`src/rtl/canvas_display_reader.sv`:
```
// ============================================================================
// canvas_display_reader
// Walks the VGA raster, reads the 320x240 canvas BRAM with 2x doubling and
// decodes each canvas byte to RGB444 with sync delayed to match.
// Revision: 1.0
// ============================================================================
`default_nettype none

module canvas_display_reader #(
  parameter int BRAM_LATENCY = 2,
  parameter int BLINK_FRAMES = 15
) (
  input  logic        clk_in,
  input  logic        rst_in,
  input  logic [10:0] hcount_in,
  input  logic [9:0]  vcount_in,
  input  logic        hsync_in,
  input  logic        vsync_in,
  input  logic        blank_in,
  input  logic        canvas_only,
  input  logic [7:0]  pixel_from_bram,
  output logic [16:0] pixel_addr_forvga,
  output logic [3:0]  vga_r,
  output logic [3:0]  vga_g,
  output logic [3:0]  vga_b,
  output logic        vga_hs,
  output logic        vga_vs
);

  localparam int          c_LATENCY    = BRAM_LATENCY + 2;
  localparam int          c_CNT_W      = (BLINK_FRAMES > 1) ? $clog2(BLINK_FRAMES) : 1;
  localparam logic [16:0] c_ROW_STRIDE = 17'd320;

  logic [8:0]           w_sy;
  logic [9:0]           w_sx;
  logic                 w_active;
  logic [16:0]          w_row_base;
  logic [16:0]          r_row_base;
  logic [8:0]           r_row_sy;
  logic [16:0]          r_addr;
  logic [c_LATENCY-1:0] r_hs_pipe;
  logic [c_LATENCY-1:0] r_vs_pipe;
  logic [c_LATENCY-2:0] r_act_pipe;
  logic [11:0]          w_rgb;
  logic [11:0]          r_rgb;
  logic [c_CNT_W-1:0]   r_frame_cnt;
  logic                 r_blink;

  assign w_sy     = vcount_in[9:1];
  assign w_sx     = hcount_in[10:1];
  assign w_active = (hcount_in < 11'd640) && (vcount_in < 10'd480) && !blank_in;

  // Row base follows the raster even through reset, so a mid-frame reset
  // resumes with correct addresses without waiting for the next frame.
  always_comb begin
    w_row_base = r_row_base;
    if (vcount_in == 10'd0) begin
      w_row_base = 17'd0;
    end else if (w_sy == r_row_sy + 9'd1) begin
      w_row_base = r_row_base + c_ROW_STRIDE;
    end
  end

  always_ff @(posedge clk_in) begin
    r_row_base <= w_row_base;
    r_row_sy   <= w_sy;
  end

  always_ff @(posedge clk_in) begin
    if (rst_in) begin
      r_addr <= 17'd0;
    end else if (w_active) begin
      r_addr <= w_row_base + {7'd0, w_sx};
    end
  end

  always_ff @(posedge clk_in) begin
    if (rst_in) begin
      r_hs_pipe  <= '1;
      r_vs_pipe  <= '1;
      r_act_pipe <= '0;
    end else begin
      r_hs_pipe  <= {r_hs_pipe[c_LATENCY-2:0], hsync_in};
      r_vs_pipe  <= {r_vs_pipe[c_LATENCY-2:0], vsync_in};
      r_act_pipe <= {r_act_pipe[c_LATENCY-3:0], w_active};
    end
  end

  always_ff @(posedge clk_in) begin
    if (rst_in) begin
      r_frame_cnt <= '0;
      r_blink     <= 1'b1;
    end else if (hcount_in == 11'd0 && vcount_in == 10'd480) begin
      if (r_frame_cnt == c_CNT_W'(BLINK_FRAMES - 1)) begin
        r_frame_cnt <= '0;
        r_blink     <= ~r_blink;
      end else begin
        r_frame_cnt <= r_frame_cnt + 1'b1;
      end
    end
  end

  always_comb begin
    w_rgb = 12'h000;
    case (pixel_from_bram[7:6])
      2'b11: begin
        case (pixel_from_bram[1:0])
          2'b00:   w_rgb = 12'hFF0;
          2'b01:   w_rgb = 12'hF6C;
          2'b10:   w_rgb = 12'h0F0;
          default: w_rgb = 12'hF00;
        endcase
      end
      2'b10:   if (!canvas_only) w_rgb = 12'h00F;
      2'b01:   if (!canvas_only && r_blink) w_rgb = 12'hFFF;
      default: if (!canvas_only) w_rgb = {3{pixel_from_bram[5:2]}};
    endcase
  end

  always_ff @(posedge clk_in) begin
    if (rst_in) begin
      r_rgb <= 12'h000;
    end else begin
      r_rgb <= r_act_pipe[c_LATENCY-2] ? w_rgb : 12'h000;
    end
  end

  assign pixel_addr_forvga = r_addr;
  assign vga_r             = r_rgb[11:8];
  assign vga_g             = r_rgb[7:4];
  assign vga_b             = r_rgb[3:0];
  assign vga_hs            = r_hs_pipe[c_LATENCY-1];
  assign vga_vs            = r_vs_pipe[c_LATENCY-1];

endmodule

`default_nettype wire

```
`config.mk`:
```
export PLATFORM = sky130hd
export DESIGN_NAME = canvas_display_reader
export DESIGN_NICKNAME = d
export VERILOG_FILES = /design/src/rtl/canvas_display_reader.sv
export SDC_FILE = /design/constraint.sdc
export NUM_CORES = 1
export LEC_CHECK = 0
export BUFFER_PORTS_ARGS = -buffer_cell sky130_fd_sc_hd__buf_2
export CAP_MARGIN = 20
export CORE_MARGIN = 2
export CORE_UTILIZATION = 51
export CTS_BUF_LIST = sky130_fd_sc_hd__clkbuf_8
export CTS_CLUSTER_SIZE = 14
export DETAILED_ROUTE_END_ITERATION = 7
export PLACE_DENSITY = 0.78
export SYNTH_ARGS = -nofsm -noshare
export SYNTH_HDL_FRONTEND = slang
export SYNTH_SLANG_ARGS = --single-unit
```
`constraint.sdc`:
```
create_clock -name clk_in -period 3.9 [get_ports clk_in]
set_input_delay 0.78 -clock clk_in [delete_from_list [all_inputs] [get_ports clk_in]]
set_output_delay 0.78 -clock clk_in [all_outputs]
set_load 0.02 [all_outputs]
```
==> impl_metrics.toml <==
[global_routing]
grt_max_degree = 35
grt_pass1_wl_mm = 12.34
grtUsageTotal = 0.2118
antenna_found_initial = 0
grt_pass1_vias = 2822
grt_remaining_overflow = 0

[clocking]
h-tree-depth = 3
clk_latency_ps = 350
tritoncts = "built"
cts_made_buffers = 9
clk_pin_slew_ps = 80
cts_root_buf = "clkbuf_8"
holdBufCountCts = 0
clockBufferDepth = 2
clock_sinks = 71

[power]
peakVddDrop_mv = 0.2836
p_per_area_nw_per_um2 = 407.9
p_seq_frac = 0.458
comb_power_share = 0.113
p_leak_nw = 1.768
power_switching_w = 0.0004077
finalPower_w = 0.001663
switching_share = 0.2452
clkPwrFrac = 0.430
p_int_w = 0.001255

[setup_path]
r2r_start = "r_row_sy[1]$_DFF_P_"
worstPathMaxFanout = 6
cp_top_family = "compound AO/OA/AOI/OAI gates"
critPathMaxStageDelay_ps = 440
crit_arrival_ps = 3960
cp_slowest_cell = "a2111oi_2"
cp_num_cells = 16
critPathRequiredTime_ps = 4170
cp-start-kind = "flop"
path_buf_inv = 1
rr_worst_depth = 16
cp-end-kind = "flop"
critPathKind = "flop to flop"
path_cells = "ha_1, nand3_1, nor4_2, or3_4, o2111a_1, buf_4, mux2i_1, nor2_1, ha_1, a21oi_1, a31oi_1, a31oi_1, a2111oi_2, nand3_1, xnor2_1, a211oi_1"
cp-startpoint = "r_row_sy[1]$_DFF_P_"

[place]
port_buffers = 65
place_area_sq_um = 3816
post-place-ws_ps = -74.35
detailed_place_hpwl_mm = 5.504
gp_congestion = 0.8575

[logic_synthesis]
postSynth.topFlopCell = "dfxtp_1"
synth-compound-area-share = 0.1718
syn_area_sq_um = 3343
async_flop_share = 0
synth_mux_area_frac = 0.01235
yosys_warnings = 0
syn-num-nets = 420
synth.yosys.seq_area_share = 0.4251
synth-edff-count = 0
synth_cell_types = 59
syn_avg_cell_area_sq_um = 8.987
synth_xor_area_frac = 0.07260
synth-adder-area-share = 0.05090
syn_inst = 372
synth_top_family_by_area = "simple AND/OR/NAND/NOR gates"
ys_ff_latch = 71
yosys.area_share.simple = 0.2403

[final_layout]
final_nets = 496
area_growth_pct = 21.93
drive_above_1_share = 0.2693
diodes = 0
fin_area_sq_um = 4076

[routing]
drt_iter0_markers = 138
post_drt_via_cell_ratio = 5.534
num_vias = 2933
firstDrtPassIters = 4
finalWirelength_mm = 7.443
drc = 0
detail-route-antenna-nets = 0
wl_per_cell_microns = 14.04

[outcome]
status = "completed"

[floorplanning]
rows = 29
floorplan.initialDensity = 0.5265
dieArea_sq_um = 7219
fp.coreArea_sq_um = 6350
pin_count = 66
die_width_microns = 84.97
die_h_microns = 84.97

[timing]
period_minus_slack_ps = 3694
fin_crit_sh = 0.9472
worst_slew_pin_slew_ps = 777.2
maxSlewViolCount = 0
hold_slack_ps = 415.1
final_hold_viol_count = 0
finalWorstSetupSlack_ps = 205.8
final-setup-viol-count = 0
slew_headroom = 0.4818
clock-skew-final_ps = 7.340
max_freq_mhz = 270.7

[worst_hold_path]
min_path_type = "flop to flop"
hold_depth = 1
min-delay-start = "r_vs_pipe[0]$_SDFF_PP1_"

[run]
maxCapViolCount = 0
layout by cell type (no fill, tap or decap), drive strengths merged, types with 11 or more instances in the layout:
master	instances
nand2	33
xor2	12
nand3	12
nor2b	12
or2	11
xnor2	13
ha	12
buf	78
inv	12
o21ai	11
nor2	37
a21oi	32
dfxtp	71
worst reg2reg max path: cells and delay by family (launching register included):
kind / cells / cell delay (ps)
adder cells (fa/ha/maj): 2 / 530
AO/OA/AOI/OAI: 6 / 1310
multiplexers: 1 / 190
buffers and inverters: 1 / 160
flip-flops: 1 / 380
AND/OR/NAND/NOR: 5 / 880
XOR/XNOR: 1 / 150
final timing paths:
path                                                           end  slack (ps)
worst max register to register  pixel_addr_forvga[14]$_SDFFE_PP0P_         210
worst min-delay path                       r_vs_pipe[1]$_SDFF_PP1_         420
worst min register to register             r_vs_pipe[1]$_SDFF_PP1_         420
worst max-delay path            pixel_addr_forvga[14]$_SDFFE_PP0P_         210
sequential cells by signal, summed over array words and instances (netlist names):
register and flops:
pixel_addr_forvga 17, r_act_pipe 3, r_blink 1, r_frame_cnt 4
r_hs_pipe 4, r_rgb 12, r_row_base 17, r_row_sy 9
r_vs_pipe 4
metal layers:
metal	GRT usage	wire length, microns
met2	0.3764	3790
met4	0.1010	161
met1	0.2426	3254
met5	0	0
met3	0.04183	236
repair_timing:
action,CTS,global route
buffers inserted,0,1
resized for setup,0,2
setup endpoints to repair,0,1
through the flow:
stage | TNS, ps | std cells | util
after floorplan | 0 | 372 | -
after global placement | 0 | 513 | 0.6010
after detailed placement | -166.1 | 513 | 0.6010
after CTS | 0 | 529 | 0.6396
after global routing | -25.36 | 530 | 0.6420
final | 0 | 530 | 0.6420
logic make-up (layout without fill, tap and decap cells):
| group | count (synthesis) | after routing |
|---|---|---|
| mux | 4 | 4 |
| simple gates | 152 | 152 |
| buf+inv | 23 | 104 |
| compound gates | 83 | 83 |
| xor+xnor | 26 | 26 |
| fa+ha+maj | 13 | 13 |
| flops | 71 | 71 |
final cells by class:
cell class	instances	area, sq um
well taps	77	96.34
inverters	10	37.54
fillers	542	2273
repair buffers	78	422.9
flip-flops and latches	71	1423
clock inverters	7	121.4
multi-input cells	278	1852
clock buffers	9	123.9
cell usage after synthesis, types with 4 or more instances:
| library cell | number | share of area |
|---|---|---|
| a31oi_1 | 4 | 0.0075 |
| a21o_1 | 5 | 0.011 |
| dfxtp_1 | 71 | 0.43 |
| nand2_1 | 32 | 0.036 |
| xor2_1 | 12 | 0.031 |
| nand3_1 | 12 | 0.018 |
| nand2b_1 | 8 | 0.015 |
| inv_1 | 10 | 0.011 |
| ha_1 | 12 | 0.045 |
| nor3_1 | 10 | 0.015 |
| xnor2_1 | 13 | 0.034 |
| a311oi_1 | 5 | 0.013 |
| nor2_1 | 37 | 0.042 |
| or2_2 | 11 | 0.021 |
| clkbuf_1 | 10 | 0.011 |
| o21ai_0 | 11 | 0.016 |
| nor4_1 | 4 | 0.0075 |
| a211oi_1 | 6 | 0.013 |
| a21oi_1 | 30 | 0.045 |
| nor2b_1 | 12 | 0.022 |
power by group through the flow:
| stage | Clock [W] | Combinational, W | Sequential [W] |
|---|---|---|---|
| 3_3_place_gp | 0 | 0.000177 | 0.000777 |
| 3_5_place_dp | 0 | 0.000183 | 0.000777 |
| 6_report | 0.000715 | 0.000187 | 0.000761 |
| 4_1_cts | 0.000724 | 0.000186 | 0.000761 |
| 5_1_grt | 0.000754 | 0.000208 | 0.000764 |
| 2_1_floorplan | 0 | 0.000115 | 0.000781 |
Note: power is estimated with default switching activity, not from simulation.
